File: src/rtl/plate_char_scan_scheduler_if.sv
// Bundle between the plate locator, the digit scanner and the scan scheduler.
// The scheduler takes the slave side; whoever supplies frames and plate boxes is the master.
interface plate_char_scan_scheduler_if #(
  parameter int N_CHAR = 7
);
  logic                  start;
  logic                  i_vs;
  logic                  plate_valid;
  logic [11:0]           plate_left;
  logic [11:0]           plate_up;
  logic [11:0]           plate_down;
  logic [3:0]            scan_digit;
  logic [11:0]           char_left;
  logic [11:0]           char_right;
  logic [11:0]           char_up;
  logic [11:0]           char_down;
  logic [2:0]            char_idx;
  logic                  busy;
  logic                  result_valid;
  logic [4*N_CHAR-1:0]   result_digits;
  logic                  abort;

  modport slave (
    input  start, i_vs, plate_valid, plate_left, plate_up, plate_down, scan_digit,
    output char_left, char_right, char_up, char_down, char_idx,
           busy, result_valid, result_digits, abort
  );

  modport master (
    output start, i_vs, plate_valid, plate_left, plate_up, plate_down, scan_digit,
    input  char_left, char_right, char_up, char_down, char_idx,
           busy, result_valid, result_digits, abort
  );
endinterface

File: src/rtl/plate_char_scan_scheduler.sv
// Time-multiplexes one digit scanner over the character slots of a plate, DWELL_FRAMES
// frames per slot, and packs the captured digits into one result per pass.
//
// state | meaning
// IDLE  | waiting for start with a valid plate
// LOAD  | slot 0 box loaded, waiting for a frame end to align to a whole frame
// SCAN  | counting frame ends for the current slot, digit captured on the last one
// STEP  | advance to the next slot, or publish the result after the last slot
module plate_char_scan_scheduler #(
  parameter int N_CHAR       = 7,
  parameter int CHAR_PITCH   = 20,
  parameter int CHAR_W       = 45,
  parameter int DWELL_FRAMES = 2,
  parameter int CONTINUOUS   = 0
) (
  input  logic                        clk,
  input  logic                        rst,
  plate_char_scan_scheduler_if.slave  bus
);

  localparam logic [11:0] PITCH    = 12'(CHAR_PITCH);
  localparam logic [11:0] WIDTH    = 12'(CHAR_W);
  localparam logic [3:0]  DWELL    = 4'(DWELL_FRAMES);
  localparam logic [2:0]  LAST_IDX = 3'(N_CHAR - 1);

  typedef enum logic [1:0] {IDLE, LOAD, SCAN, STEP} state_t;

  state_t              state;
  logic                vs_d;
  logic                vs_fall;
  logic [3:0]          frames_left;
  logic [4*N_CHAR-1:0] shadow;

  assign vs_fall = vs_d & ~bus.i_vs;

  // Right edge saturates at the last pixel column instead of wrapping.
  function automatic logic [11:0] sat_add(input logic [11:0] a, input logic [11:0] b);
    logic [12:0] s;
    s = {1'b0, a} + {1'b0, b};
    return s[12] ? 12'hFFF : s[11:0];
  endfunction

  always_ff @(posedge clk) begin
    if (rst) begin
      state             <= IDLE;
      vs_d              <= 1'b0;
      frames_left       <= '0;
      shadow            <= '0;
      bus.char_left     <= '0;
      bus.char_right    <= '0;
      bus.char_up       <= '0;
      bus.char_down     <= '0;
      bus.char_idx      <= '0;
      bus.busy          <= 1'b0;
      bus.result_valid  <= 1'b0;
      bus.result_digits <= '0;
      bus.abort         <= 1'b0;
    end else begin
      vs_d             <= bus.i_vs;
      bus.result_valid <= 1'b0;
      bus.abort        <= 1'b0;
      // Losing the plate beats any frame end arriving in the same cycle.
      if (state != IDLE && !bus.plate_valid) begin
        bus.abort <= 1'b1;
        bus.busy  <= 1'b0;
        state     <= IDLE;
      end else begin
        unique case (state)
          IDLE: begin
            if (bus.start && bus.plate_valid) begin
              bus.char_left  <= bus.plate_left;
              bus.char_right <= sat_add(bus.plate_left, WIDTH);
              bus.char_up    <= bus.plate_up;
              bus.char_down  <= bus.plate_down;
              bus.char_idx   <= '0;
              frames_left    <= DWELL;
              bus.busy       <= 1'b1;
              state          <= LOAD;
            end
          end
          LOAD: begin
            if (vs_fall) state <= SCAN;
          end
          SCAN: begin
            if (vs_fall) begin
              if (frames_left == 4'd1) begin
                shadow[4*bus.char_idx +: 4] <= bus.scan_digit;
                state                       <= STEP;
              end else begin
                frames_left <= frames_left - 4'd1;
              end
            end
          end
          STEP: begin
            if (bus.char_idx == LAST_IDX) begin
              bus.result_digits <= shadow;
              bus.result_valid  <= 1'b1;
              if (CONTINUOUS != 0 && bus.plate_valid) begin
                bus.char_left  <= bus.plate_left;
                bus.char_right <= sat_add(bus.plate_left, WIDTH);
                bus.char_up    <= bus.plate_up;
                bus.char_down  <= bus.plate_down;
                bus.char_idx   <= '0;
                frames_left    <= DWELL;
                state          <= LOAD;
              end else begin
                bus.busy <= 1'b0;
                state    <= IDLE;
              end
            end else begin
              bus.char_idx   <= bus.char_idx + 3'd1;
              bus.char_left  <= bus.char_left + PITCH;
              bus.char_right <= sat_add(bus.char_right, PITCH);
              frames_left    <= DWELL;
              state          <= SCAN;
            end
          end
          default: state <= IDLE;
        endcase
      end
    end
  end

endmodule

File: src/flat_wrapper.sv
// flat-port wrapper written by rule: the top's interface ports become plain ports
module plate_char_scan_scheduler_flat 
#(
  parameter int N_CHAR       = 7,
  parameter int CHAR_PITCH   = 20,
  parameter int CHAR_W       = 45,
  parameter int DWELL_FRAMES = 2,
  parameter int CONTINUOUS   = 0
)
  (clk, rst, bus_start, bus_i_vs, bus_plate_valid, bus_plate_left, bus_plate_up, bus_plate_down, bus_scan_digit, bus_char_left, bus_char_right, bus_char_up, bus_char_down, bus_char_idx, bus_busy, bus_result_valid, bus_result_digits, bus_abort);
  plate_char_scan_scheduler_if #(.N_CHAR(N_CHAR)) bus_i ();
  input  logic clk;
  input  logic rst;
  input wire logic [$bits(bus_i.start)-1:0] bus_start;
  input wire logic [$bits(bus_i.i_vs)-1:0] bus_i_vs;
  input wire logic [$bits(bus_i.plate_valid)-1:0] bus_plate_valid;
  input wire logic [$bits(bus_i.plate_left)-1:0] bus_plate_left;
  input wire logic [$bits(bus_i.plate_up)-1:0] bus_plate_up;
  input wire logic [$bits(bus_i.plate_down)-1:0] bus_plate_down;
  input wire logic [$bits(bus_i.scan_digit)-1:0] bus_scan_digit;
  output wire logic [$bits(bus_i.char_left)-1:0] bus_char_left;
  output wire logic [$bits(bus_i.char_right)-1:0] bus_char_right;
  output wire logic [$bits(bus_i.char_up)-1:0] bus_char_up;
  output wire logic [$bits(bus_i.char_down)-1:0] bus_char_down;
  output wire logic [$bits(bus_i.char_idx)-1:0] bus_char_idx;
  output wire logic [$bits(bus_i.busy)-1:0] bus_busy;
  output wire logic [$bits(bus_i.result_valid)-1:0] bus_result_valid;
  output wire logic [$bits(bus_i.result_digits)-1:0] bus_result_digits;
  output wire logic [$bits(bus_i.abort)-1:0] bus_abort;
  assign bus_i.start = bus_start;
  assign bus_i.i_vs = bus_i_vs;
  assign bus_i.plate_valid = bus_plate_valid;
  assign bus_i.plate_left = bus_plate_left;
  assign bus_i.plate_up = bus_plate_up;
  assign bus_i.plate_down = bus_plate_down;
  assign bus_i.scan_digit = bus_scan_digit;
  assign bus_char_left = bus_i.char_left;
  assign bus_char_right = bus_i.char_right;
  assign bus_char_up = bus_i.char_up;
  assign bus_char_down = bus_i.char_down;
  assign bus_char_idx = bus_i.char_idx;
  assign bus_busy = bus_i.busy;
  assign bus_result_valid = bus_i.result_valid;
  assign bus_result_digits = bus_i.result_digits;
  assign bus_abort = bus_i.abort;
  plate_char_scan_scheduler #(.N_CHAR(N_CHAR), .CHAR_PITCH(CHAR_PITCH), .CHAR_W(CHAR_W), .DWELL_FRAMES(DWELL_FRAMES), .CONTINUOUS(CONTINUOUS)) u_core (.clk(clk), .rst(rst), .bus(bus_i));
endmodule
File: config.mk
export PLATFORM = sky130hd
export DESIGN_NAME = plate_char_scan_scheduler_flat
export DESIGN_NICKNAME = d
export VERILOG_FILES = /design/src/rtl/plate_char_scan_scheduler_if.sv /design/src/rtl/plate_char_scan_scheduler.sv /design/src/flat_wrapper.sv
export SDC_FILE = /design/constraint.sdc
export NUM_CORES = 1
export LEC_CHECK = 0
export BUFFER_PORTS_ARGS = -buffer_cell sky130_fd_sc_hd__buf_2
export CORE_AREA = 4 4 102 104
export CTS_BUF_LIST = sky130_fd_sc_hd__clkbuf_4 sky130_fd_sc_hd__clkbuf_8 sky130_fd_sc_hd__clkbuf_16
export DETAILED_ROUTE_END_ITERATION = 6
export DIE_AREA = 0 0 106 108
export PLACE_DENSITY = 0.83
export SYNTH_ARGS = -nofsm -noshare
export SYNTH_HDL_FRONTEND = slang
export SYNTH_SLANG_ARGS = --single-unit
File: constraint.sdc
create_clock -name clk -period 3.6 [get_ports clk]
set_input_delay 0.54 -clock clk [delete_from_list [all_inputs] [get_ports clk]]
set_output_delay 0.54 -clock clk [all_outputs]
set_load 0.05 [all_outputs]
==> impl_metrics.yaml, run 1 <==
die:
  rows: 36
  ios: 127
  core_area_um2: 9550
  die_area_um2: 11400
  die_w_um: 106
  die_h_um: 108
  initial_utilization: 0.567
routing:
  avgRoutedWirePerCell_um: 15.7
  drtAntennaViolNets: 0
  vias: 5173
  drc: 0
  viasPerCell: 5.64
  drtPass1Iterations: 6
  first_iter_violations: 423
  finalWirelength_mm: 14.4
critical_path:
  path_cells: "inv_1, ha_1, and3_1, nor3_2, buf_4, nand2_1, o31ai_1, a211oi_1"
  ff2ff_path_depth: 8
  end_kind: "flop"
  r2r_setup_slack_ns: 1.22
  required_ns: 3.98
  crit_type: "flop to flop"
  reg2reg_from: "u_core.bus.char_idx[0]"
  cp_max_fo: 21
  worstReg2RegEnd: "u_core.bus.char_right[11]"
  cp.arrival_ns: 2.76
  cp-start-kind: "flop"
  critPathMaxStageDelay_ns: 0.49
  cp_slowest_cell: "dfxtp_1"
clock_network:
  cts_setup_buffers: 0
  cts_buffers: 17
  ctsLongestPathBuffers: 2
  cts-resized-gates: 0
  h-tree-depth: 4
  clk_pin_slew_worst_paths_ns: 0.06
  tritoncts: "done"
  clkSinkCount: 117
  hold_buffers: 0
  cts-root-buf: "clkbuf_8"
  clock_latency_ns: 0.52
power:
  intPower_uw: 2650
  power_density_nw_per_um2: 636
  power.leakage_uw: 0.00294
  power_uw: 4220
  vdd_drop_max_uv: 441
  switching_share: 0.372
  p_seq_frac: 0.366
  switching_power_uw: 1570
  clkPwrFrac: 0.376
  power_frac_comb: 0.259
sta:
  fin_crit_ns: 2.38
  fin_ws_ns: 1.22
  hold_viol: 0
  slew_violations: 0
  finClkSkew_ns: 0.0120
  period_share: 0.661
  setup_viol: 0
  slew_headroom: 0.250
  fmax_ghz: 0.420
  max_slew.worst_pin.slew_ns: 1.13
  rsz0062_at_grt: "no"
  tns_ns: 0
cells_and_area:
  multi_input_area_um2: 2820
  final_cells: 918
  drive_above_1_share: 0.231
  num_antenna_cells: 0
  syn2layout_area_growth_pct: 22.2
  seq_area_um2: 2340
  fillers: 797
  fin_nets: 833
logic_synthesis:
  ys_seq_area_frac: 0.432
  syn_area_um2: 5420
  avgSynthCellArea_um2: 8.22
  yosysTopAreaCell: "dfxtp_1"
  synth.net_count: 720
  synth_cell_types: 63
  ys.flop_type: "dfxtp_1"
  synth_area_leaders: "dfxtp_1, nand2_1, a21oi_1, mux2i_1, ha_1"
  synth-edff-count: 0
  ys_async_sr_fraction: 0
  synth_top_area_share: 0.432
  synth-seq-cells: 117
  synthCells: 659
  ys_warn_count: 0
placement:
  dp_cells: 886
  dpl.hpwl_mm: 10.2
  port-buffer-count: 126
  dp_slack_ns: 1.30
  place.gp.congestion: 0.854
hold_path:
  min_to: "u_core.bus.char_up[7]"
  min_path_cells: 3
  min_from: "bus_plate_up[7]"
  hp-class: "input port to flop"
grt:
  grt-ovfl-total: 0
  grt_usage: 0.259
  grt_pass1_wl_mm: 23.8
  grt_pass1_vias: 5012
  grt_antenna_before_repair: 0
  grt_max_degree: 63
flow_run:
  cap_violations: 0
status:
  outcome: "finished, final reports clean"
## registers in the layout (all words and copies together), names as in the netlist, 3 cells and up
signal	cells
u_core.bus.result_digits	28
u_core.bus.char_right	12
u_core.bus.char_idx	3
u_core.bus.char_down	12
u_core.bus.char_up	12
u_core.shadow	28
u_core.frames_left	4
u_core.bus.char_left	12
## worst max path at each step
stage	to	depth (start not counted)	slack, ns	start
after floorplan	u_core.bus.char_left[4]	9	1.20	u_core.bus.char_idx[0]
after global placement	u_core.bus.char_right[11]	8	1.36	u_core.bus.char_idx[0]
after detailed placement	u_core.bus.char_right[11]	8	1.30	u_core.bus.char_idx[0]
after CTS	u_core.shadow[18]	7	1.25	u_core.state[0]
after global routing	u_core.bus.char_right[11]	8	0.96	u_core.bus.char_idx[0]
final	u_core.bus.char_right[11]	8	1.22	u_core.bus.char_idx[0]
## routing by layer
| layer | global-route usage | vias to the layer above | part of all wire |
|---|---|---|---|
| met1 | 0.315 | 2413 | 0.42 |
| li1 | - | 2527 | - |
| met3 | 0.0722 | 27 | 0.067 |
| met5 | 0 | - | 0 |
| met2 | 0.446 | 206 | 0.50 |
| met4 | 0.0851 | 0 | 0.018 |
## cell families after synthesis
group / after synthesis / share of synthesized area
AOI/OAI and AO/OA: 154 / 0.175
xor gates and xnor gates: 5 / 0.00808
adders and majority gates: 16 / 0.0369
buffers and inverters: 54 / 0.0480
DFF: 117 / 0.432
muxes: 30 / 0.0556
and+or+nand+nor: 283 / 0.244
## synth_stat cells (2+ instances only)
cell type,n
nor2_1,50
o21a_1,2
nor3_2,2
and4_1,4
buf_1,3
nand2b_1,4
mux2i_1,29
and2_1,4
nand2_1,143
a22oi_1,2
inv_1,17
and3_1,6
o211ai_1,2
buf_4,2
a211oi_1,9
nor3_1,13
o32ai_1,4
a2111oi_2,3
o2111a_1,2
xnor2_1,4
or3_1,6
ha_1,16
buf_6,5
nand3_1,19
o31ai_1,4
nor4_1,4
buf_2,6
nor2b_1,6
a31oi_1,3
dfxtp_1,117
a21oi_1,84
o311ai_0,2
nand4_1,9
o22ai_1,3
a21o_1,5
o21ai_0,18
clkbuf_1,20
nand4b_2,2
## through the flow
step	instance area [um2]	utilization	hold WS (ns)
3_3_place_gp	6060	0.635	0.439
5_1_grt	6620	0.694	0.247
6_report	6620	0.694	0.245
4_1_cts	6620	0.694	0.238
2_1_floorplan	5420	-	0.431
3_5_place_dp	6060	0.635	0.443
## layout make-up
class                           instances  share of cell area
Clock buffer                           17              0.0625
Clock inverter                         15              0.0221
Inverter                               17             0.00963
Multi-Input combinational cell        488               0.426
Sequential cell                       117               0.354
Tap cell                              133              0.0251
Timing Repair Buffer                  131               0.101
## power by group through the flow
stage | clock network [uW] | registers (uW) | logic (uW)
after floorplan | 0 | 1890 | 487
after global placement | 0 | 1560 | 1060
after detailed placement | 0 | 1560 | 1080
after CTS | 1600 | 1540 | 1090
after global routing | 1670 | 1560 | 1190
final | 1580 | 1540 | 1090
## worst max-delay path: cells and delay by family, from the launching register on
kind	cells	cell delay [ns]
buf+inv	2	0.44
fa+ha+maj	1	0.33
compound gates	2	0.36
simple gates	3	0.62
flops	1	0.49
## cell usage in the layout (no fill, tap or decap), types with 4 or more instances in the layout
master     netlist  layout
a211oi_1         9       9
a21o_1           5       5
a21oi_1         84      84
and2_1           4       4
and3_1           6       6
and4_1           4       4
buf_2            6     125
buf_4            2       6
clkbuf_16        0      16
dfxtp_1        117     117
ha_1            16      16
inv_1           17      17
mux2i_1         29      29
nand2_1        143     143
nand2b_1         4       4
nand3_1         19      19
nand4_1          9       9
nor2_1          50      50
nor2b_1          6       6
nor3_1          13      13
nor4_1           4       4
o21ai_0         18      17
o31ai_1          4       4
o32ai_1          4       4
or3_1            6       6
xnor2_1          4       4
No activity file was read; power rests on OpenSTA's default activity.
==> inputs of run 2 (changes only) <==
--- a/config.mk
+++ b/config.mk
@@ -6,11 +6,11 @@
 export NUM_CORES = 1
 export LEC_CHECK = 0
 export BUFFER_PORTS_ARGS = -buffer_cell sky130_fd_sc_hd__buf_2
-export CORE_AREA = 4 4 102 104
+export CORE_AREA = 4 4 106 108
 export CTS_BUF_LIST = sky130_fd_sc_hd__clkbuf_4 sky130_fd_sc_hd__clkbuf_8 sky130_fd_sc_hd__clkbuf_16
 export DETAILED_ROUTE_END_ITERATION = 6
-export DIE_AREA = 0 0 106 108
-export PLACE_DENSITY = 0.83
+export DIE_AREA = 0 0 110 112
+export PLACE_DENSITY = 0.77
 export SYNTH_ARGS = -nofsm -noshare
 export SYNTH_HDL_FRONTEND = slang
 export SYNTH_SLANG_ARGS = --single-unit
==> constraint.sdc (replaced) <==
create_clock -name clk -period 2.5 [get_ports clk]
set_input_delay 0.375 -clock clk [delete_from_list [all_inputs] [get_ports clk]]
set_output_delay 0.375 -clock clk [all_outputs]
set_load 0.05 [all_outputs]
==> impl_metrics.yaml, run 2 (synthesis results as in run 1) <==
status:
  outcome: "finished, final reports clean"
cells_and_area:
  final_area_um2: 6670
  fillers: 886
  reg.largest.list: "u_core.bus.result_digits (28), u_core.shadow (28)"
  layout_common_cells: "nand2_1, buf_2, dfxtp_1"
  drive_above_1_share: 0.237
  num_antenna_cells: 0
  syn2layout_area_growth_pct: 23.1
  layout.cells.most_common: "nand2_1"
  fin_nets: 838
die:
  die_w_um: 110
  rows: 37
  die_area_um2: 12300
  core_area_um2: 10200
  initial_utilization: 0.530
  ios: 127
  die_h_um: 112
clock_network:
  tritoncts: "done"
  h-tree-depth: 4
  clock_latency_ns: 0.51
  cts_setup_buffers: 0
  ctsLongestPathBuffers: 2
  hold_buffers: 0
  clk_pin_slew_worst_paths_ns: 0.06
  cts-root-buf: "clkbuf_8"
  cts_buffers: 17
  cts-resized-gates: 0
  clkSinkCount: 117
critical_path:
  critPathMaxStageDelay_ns: 0.40
  required_ns: 2.88
  cp_slowest_cell: "nor3b_4"
  end_kind: "flop"
  cpLargestDelayFamily: "simple AND/OR/NAND/NOR gates"
  crit_path_frequent_cell: "nor2_1"
  crit_type: "flop to flop"
  crit_buf_inv: 1
  path_cells: "inv_1, ha_1, nor2_1, nor3b_4, and4_1, mux2i_1, nor2_1"
  cp-start-kind: "flop"
  cp.arrival_ns: 2.68
  cp_max_fo: 9
placement:
  place.gp.congestion: 0.927
  port-buffer-count: 126
  dpl.hpwl_mm: 10.1
  postPlaceCellArea_um2: 6100
grt:
  grt_antenna_before_repair: 0
  grt_max_degree: 62
  grt_usage: 0.231
  grt_pass1_wl_mm: 23.1
  grt_pass1_vias: 4914
  grt-ovfl-total: 0
power:
  power.leakage_uw: 0.00295
  power_density_nw_per_um2: 914
  vdd_drop_max_uv: 569
hold_path:
  hp-class: "input port to flop"
routing:
  avgRoutedWirePerCell_um: 15.6
  first_iter_violations: 355
  finalWirelength_mm: 14.5
  viasPerCell: 5.61
  drtPass1Iterations: 5
  drc: 0
  vias: 5196
  drtAntennaViolNets: 0
sta:
  max_slew.worst_pin.slew_ns: 0.905
  hold_viol: 0
  slew_headroom: 0.397
  slew_violations: 0
  tns_ns: 0
  finClkSkew_ns: 0.00664
  fmax_ghz: 0.435
  rsz0062_at_grt: "no"
  fin_crit_ns: 2.30
  period_share: 0.920
  setup_viol: 0
flow_run:
  cap_violations: 0
run 2: cell types whose count changed in the layout (fill, tap and decap cells not counted), sizes merged:
cell / delta
buf: +5
clkinv: -4
clkinvlp: +2
clkbuf: +1
inv: +1
run 2: final cells by class:
class | instances | area [um2] | area share
clock inverters | 14 | 144 | 0.0216
clock buffers | 18 | 422 | 0.0632
inverters | 17 | 63.8 | 0.00956
flip-flops and latches | 117 | 2340 | 0.351
well taps | 136 | 170 | 0.0255
repair buffers | 136 | 708 | 0.106
multi-input cells | 488 | 2820 | 0.423
run 2: layer usage:
layer,wire [um],vias up,global-route usage
met4,210,0,0.0756
li1,-,2543,-
met2,7240,193,0.394
met5,0,-,0
met3,998,22,0.0470
met1,6030,2438,0.288
run 2: stage by stage:
| stage | cells | hold slack (ns) | setup WS [ns] | total power (uW) | util |
|---|---|---|---|---|---|
| floorplan | 659 | 0.431 | 0.105 | 3430 | - |
| global placement | 894 | 0.439 | 0.367 | 3780 | 0.597 |
| detailed placement | 894 | 0.443 | 0.262 | 3820 | 0.597 |
| CTS | 926 | 0.0796 | 0.191 | 6120 | 0.652 |
| global route | 926 | 0.0905 | 0.0684 | 6360 | 0.652 |
| finish | 926 | 0.0977 | 0.200 | 6100 | 0.652 |
run 2: worst paths after layout:
check,slack [ns],to,cells after the start,from
worst max-delay path,0.20,u_core.shadow[10],7,u_core.state[0]
worst min-delay path,0.1,u_core.bus.char_up[0],3,bus_plate_up[0]
worst max register to register,0.20,u_core.shadow[10],7,u_core.state[0]
worst min register to register,0.45,u_core.bus.result_digits[7],2,u_core.bus.result_digits[7]
run 2: worst reg2reg max path, stage by stage (launching register included):
cell     delay (ns)
dfxtp_1        0.35
inv_1          0.13
ha_1           0.35
nor2_1         0.21
nor3b_4        0.40
and4_1         0.40
mux2i_1        0.26
nor2_1         0.07
run 2: power by group:
group          total, uW  internal [uW]  switching (uW)  leakage [uW]
registers           2220           2040             179      0.000950
logic               1590            453            1130       0.00174
clock network       2300           1360             939      0.000267
total               6100           3850            2250       0.00295
